[src/rtl/dmem_access_ctrl.sv]
// MEM-stage data memory access sequencer: issues one req/ready transaction per load or store,
// stalls the front of the pipeline while it is outstanding and abandons it after TIMEOUT cycles.
module dmem_access_ctrl #(
  parameter int unsigned TIMEOUT = 255
) (
  input  logic        clk,
  input  logic        rst,
  input  logic        MemReadM,
  input  logic        MemWriteM,
  input  logic [31:0] ALUOutM,
  input  logic [31:0] WriteDataM,
  input  logic [3:0]  BEOutM,
  output logic [31:0] ReadDataM,
  output logic        StallM,
  output logic        FlushW,
  output logic        BusErr,
  output logic        mem_req,
  output logic        mem_we,
  output logic [31:0] mem_addr,
  output logic [31:0] mem_wdata,
  output logic [3:0]  mem_be,
  input  logic        mem_ready,
  input  logic [31:0] mem_rdata
);

  localparam int unsigned CntW = $clog2(TIMEOUT + 1);
  localparam logic [CntW-1:0] CntLast = CntW'(TIMEOUT - 1);

  typedef enum logic [1:0] {StIdle, StBusy, StDone} state_e;

  state_e          state_q;
  logic [CntW-1:0] cnt_q;
  logic            acc;
  logic            unused_addr_bits;

  assign acc = MemReadM | MemWriteM;
  // Address is word aligned; the byte offset is carried by the byte enables instead.
  assign unused_addr_bits = ^ALUOutM[1:0];

  always_ff @(posedge clk or negedge rst) begin
    if (!rst) begin
      state_q   <= StIdle;
      cnt_q     <= '0;
      mem_req   <= 1'b0;
      mem_we    <= 1'b0;
      mem_addr  <= '0;
      mem_wdata <= '0;
      mem_be    <= '0;
      ReadDataM <= '0;
      BusErr    <= 1'b0;
    end else begin
      unique case (state_q)
        StIdle: begin
          if (acc) begin
            mem_addr  <= {ALUOutM[31:2], 2'b00};
            mem_wdata <= WriteDataM;
            mem_we    <= MemWriteM;
            mem_be    <= MemWriteM ? BEOutM : 4'b1111;
            mem_req   <= 1'b1;
            cnt_q     <= '0;
            state_q   <= StBusy;
          end
        end
        StBusy: begin
          if (mem_ready) begin
            mem_req <= 1'b0;
            if (!mem_we) ReadDataM <= mem_rdata;
            state_q <= StDone;
          end else if (cnt_q == CntLast) begin
            mem_req <= 1'b0;
            BusErr  <= 1'b1;
            if (!mem_we) ReadDataM <= '0;
            state_q <= StDone;
          end else begin
            cnt_q <= cnt_q + 1'b1;
          end
        end
        // The instruction still sitting in MEM here was just serviced; do not re-sample acc.
        StDone: state_q <= StIdle;
        default: state_q <= StIdle;
      endcase
    end
  end

  always_comb begin
    StallM = rst & (((state_q == StIdle) & acc) | (state_q == StBusy));
    FlushW = StallM;
  end

endmodule

[config.mk]
export PLATFORM = sky130hd
export DESIGN_NAME = dmem_access_ctrl
export DESIGN_NICKNAME = d
export VERILOG_FILES = /design/src/rtl/dmem_access_ctrl.sv
export SDC_FILE = /design/constraint.sdc
export NUM_CORES = 1
export LEC_CHECK = 0
export BUFFER_PORTS_ARGS = -buffer_cell sky130_fd_sc_hd__buf_2
export CAP_MARGIN = 20
export CORE_MARGIN = 1
export CORE_UTILIZATION = 46
export CTS_BUF_LIST = sky130_fd_sc_hd__clkbuf_16
export CTS_CLUSTER_DIAMETER = 200
export DETAILED_ROUTE_END_ITERATION = 8
export HOLD_SLACK_MARGIN = 0.02
export PLACE_DENSITY = 0.82
export SLEW_MARGIN = 20
export SYNTH_ARGS = -nofsm -noshare
export SYNTH_HDL_FRONTEND = slang
export SYNTH_SLANG_ARGS = --single-unit
[constraint.sdc]
create_clock -name clk -period 1.8 [get_ports clk]
set_input_delay 0.27 -clock clk [delete_from_list [all_inputs] [get_ports clk]]
set_output_delay 0.27 -clock clk [all_outputs]
set_load 0.005 [all_outputs]
==> impl_metrics.env <==
export IMPL_antenna_cells=0
export IMPL_cts_buffers=9
export IMPL_grt_pass1_vias=3621
export IMPL_async_flop_share_pct=100
export IMPL_setup_violations=0
export IMPL_vias=3693
export IMPL_port_buffers=205
export IMPL_maxSlewViolCount=0
export IMPL_hold_class="in -> async"
export IMPL_postSynthCellCount=416
export IMPL_synth_ff_type="dfrtp_1"
export IMPL_final_nets=729
export IMPL_grt_max_degree=112
export IMPL_cts_sinks=111
export IMPL_yosys_top_cells_count="nand2_1 (192), dfrtp_1 (111), a22o_1 (32), buf_2 (11), nor2_1 (7)"
export IMPL_die_area_mm2=0.00976
export IMPL_status="finished clean"
export IMPL_syn_avg_cell_area_um2=10.4
export IMPL_areaGrowthSynthToFinish_pct=33.7
export IMPL_critPathLaunchType="flop"
export IMPL_via_per_inst=5.05
export IMPL_drt_pass1_iter_count=4
export IMPL_synth_mux_area_share_pct=0
export IMPL_clkTransAtPathRegs_ns=0.07
export IMPL_path_class="reg -> out"
export IMPL_synthSimpleGateAreaFrac_pct=19.7
export IMPL_synth_top_family_by_area="simple AND/OR/NAND/NOR gates"
export IMPL_peakVddDrop_mv=0.883
export IMPL_period_share_pct=94.1
export IMPL_cts_buffer_depth=2
export IMPL_synth_top_area_share_pct=64.5
export IMPL_grt_util_all_layers_pct=22.8
export IMPL_critPathBufInv=1
export IMPL_drc=0
export IMPL_antenna_left=0
export IMPL_worst_slew_pin_slew_ns=0.568
export IMPL_die_h_um=98.8
export IMPL_max_stage_delay_ns=0.41
export IMPL_path_cells="nor2_2, o21ai_4, a21boi_2, buf_2"
export IMPL_period_minus_slack_ns=1.69
export IMPL_dp_hpwl_mm=7.51
export IMPL_clkLatencyLatePin_ns=0.34
export IMPL_pre_cts_ws_ns=-0.265
export IMPL_grt_pass1_wl_mm=17.5
export IMPL_yosysWarnings=0
export IMPL_rsz0062_at_grt="true"
export IMPL_power_density_mw_per_mm2=1700
export IMPL_yosysMostFrequentCell="nand2_1"
export IMPL_synth_area_mm2=0.00431
export IMPL_critPathRequiredTime_ns=1.53
export IMPL_die_x_um=98.8
export IMPL_cts_htree_levels=3
export IMPL_setup_ws_ns=0.106
export IMPL_end_kind="primary output"
export IMPL_cp_top_family="flip-flops"
export IMPL_grt_remaining_overflow=0
export IMPL_start_util_pct=48.5
export IMPL_cts_tree="yes"
export IMPL_power_mw=9.78
export IMPL_finalHoldViolations=0
export IMPL_leakagePower_nw=3.29
export IMPL_netlist_top_cells_area="dfrtp_1 (64%), nand2_1 (17%), a22o_1 (6.5%)"
export IMPL_yosys_area_share_adder_pct=0.581
export IMPL_io_pins=210
export IMPL_root_buffer="clkbuf_16"
export IMPL_wire_per_inst_um=14.8
export IMPL_yosysUniqueCellTypes=36
export IMPL_skew_ns=0.00682
export IMPL_fp_row_count=34
export IMPL_maxSlewHeadroom_pct=62.1
export IMPL_synth_edf_count=0
export IMPL_crit_arrival_ns=1.42
export IMPL_wl_mm=10.8
export IMPL_synth_compound_area_share_pct=11.3
export IMPL_synth_top_area_cell="dfrtp_1"
export IMPL_maxCapViolCount=0
export IMPL_crit_path_max_fanout=4
export IMPL_seq_area_frac_synth_pct=64.5
export IMPL_cpMaxStageDelayCell="dfrtp_1"
export IMPL_core_area_mm2=0.00889
export IMPL_first_iter_violations=114
export IMPL_fmax_mhz=590
export IMPL_ys_ff_latch=111
export IMPL_synth_xor_area_share_pct=0
export IMPL_ctsHoldBuffers=0
export IMPL_gp_congestion=0.802
export IMPL_antenna_found_initial=0
export IMPL_drive_above_1_share_pct=38.8
## worst reg2reg max path, stage by stage, from the launching register on
cell and delay (ns):
dfrtp_1 0.38, inv_1 0.06, ha_1 0.14, nand3_1 0.11, buf_4 0.15, o21ai_2 0.26
nand2_1 0.20, a32o_1 0.25
## kinds of logic (layout without fill, tap and decap cells)
| group | Yosys count | after routing |
|---|---|---|
| flops | 111 | 111 |
| other cells | 1 | 2 |
| fa+ha+maj | 2 | 2 |
| simple gates | 215 | 215 |
| compound gates | 59 | 60 |
| buf+inv | 28 | 234 |
## state kept, by name, indices dropped and copies added (netlist names)
name,cells
ReadDataM,32
mem_req,1
mem_we,1
cnt_q,8
state_q,2
mem_addr,30
mem_wdata,32
mem_be,4
BusErr,1
## layout make-up
cell class / count / area [um2]
Multi-Input combinational cell: 279 / 1420
Clock buffer: 9 / 225
Tap cell: 108 / 135
Timing Repair Buffer: 219 / 1150
Sequential cell: 111 / 2780
Fill cell: 704 / 3130
Clock inverter: 4 / 50.0
Inverter: 2 / 7.51
## timing repair
| action | CTS | global route |
|---|---|---|
| gates resized for setup | 4 | 3 |
| pin swaps | 0 | 1 |
| buffers inserted | 0 | 0 |
| gates cloned | 0 | 1 |
| setup endpoints to repair | 34 | 34 |
## routing by layer
metal  GRT usage, %  wire, um  vias to the layer above  share of wire (%)
li1               -         -                     1760                  -
met1           29.0      4660                     1735                 43
met5              0         0                        -                  0
met2           37.3      5050                      187                 47
met3           7.02       967                       11                8.9
met4           7.58       153                        0                1.4
## path summary, 6_finish.rpt
path | from | endpoint | slack [ns] | cells past startpoint
worst max-delay path | state_q[0] | FlushW | 0.11 | 4
worst min-delay path | rst | mem_wdata[8] | 0.04 | 2
worst max register to register | cnt_q[0] | cnt_q[6] | 0.15 | 7
worst min register to register | mem_wdata[10] | mem_wdata[10] | 0.47 | 2
max in group asynchronous | rst | mem_addr[14] | 1.35 | 2
min in group clk | WriteDataM[0] | mem_wdata[0] | 0.12 | 3
## report_power, final
part | switching (mW) | leakage, nW | total (mW) | internal, mW
clock | 0.849 | 0.131 | 1.90 | 1.05
combinational | 1.98 | 1.78 | 3.67 | 1.69
sequential | 0.592 | 1.38 | 4.21 | 3.62
## through the flow
stage	util [%]	setup TNS [ns]	cell area (um2)	std cells	hold WS, ns
6_report	64.8	0	5760	732	0.0440
3_5_place_dp	61.2	-7.73	5450	718	0.430
5_1_grt	64.8	-0.0165	5760	732	0.0803
4_1_cts	64.5	0	5730	731	0.0623
2_1_floorplan	-	0	4310	417	-0.0256
3_3_place_gp	61.2	-4.27	5450	718	0.430
## placed cells by master (no fill, tap or decap), types with 2 or more instances in the layout
cell	n
nand2_1	192
nor2_2	2
ha_1	2
a21o_1	3
nand3_1	6
conb_1	2
nor2_1	5
o2bb2ai_1	2
o21ai_4	3
inv_1	2
o21ai_0	4
buf_2	204
nor3b_1	2
buf_4	14
dfrtp_1	111
clkbuf_16	9
a22o_1	32
o22a_1	5
Power figures use the tool's default switching activity.
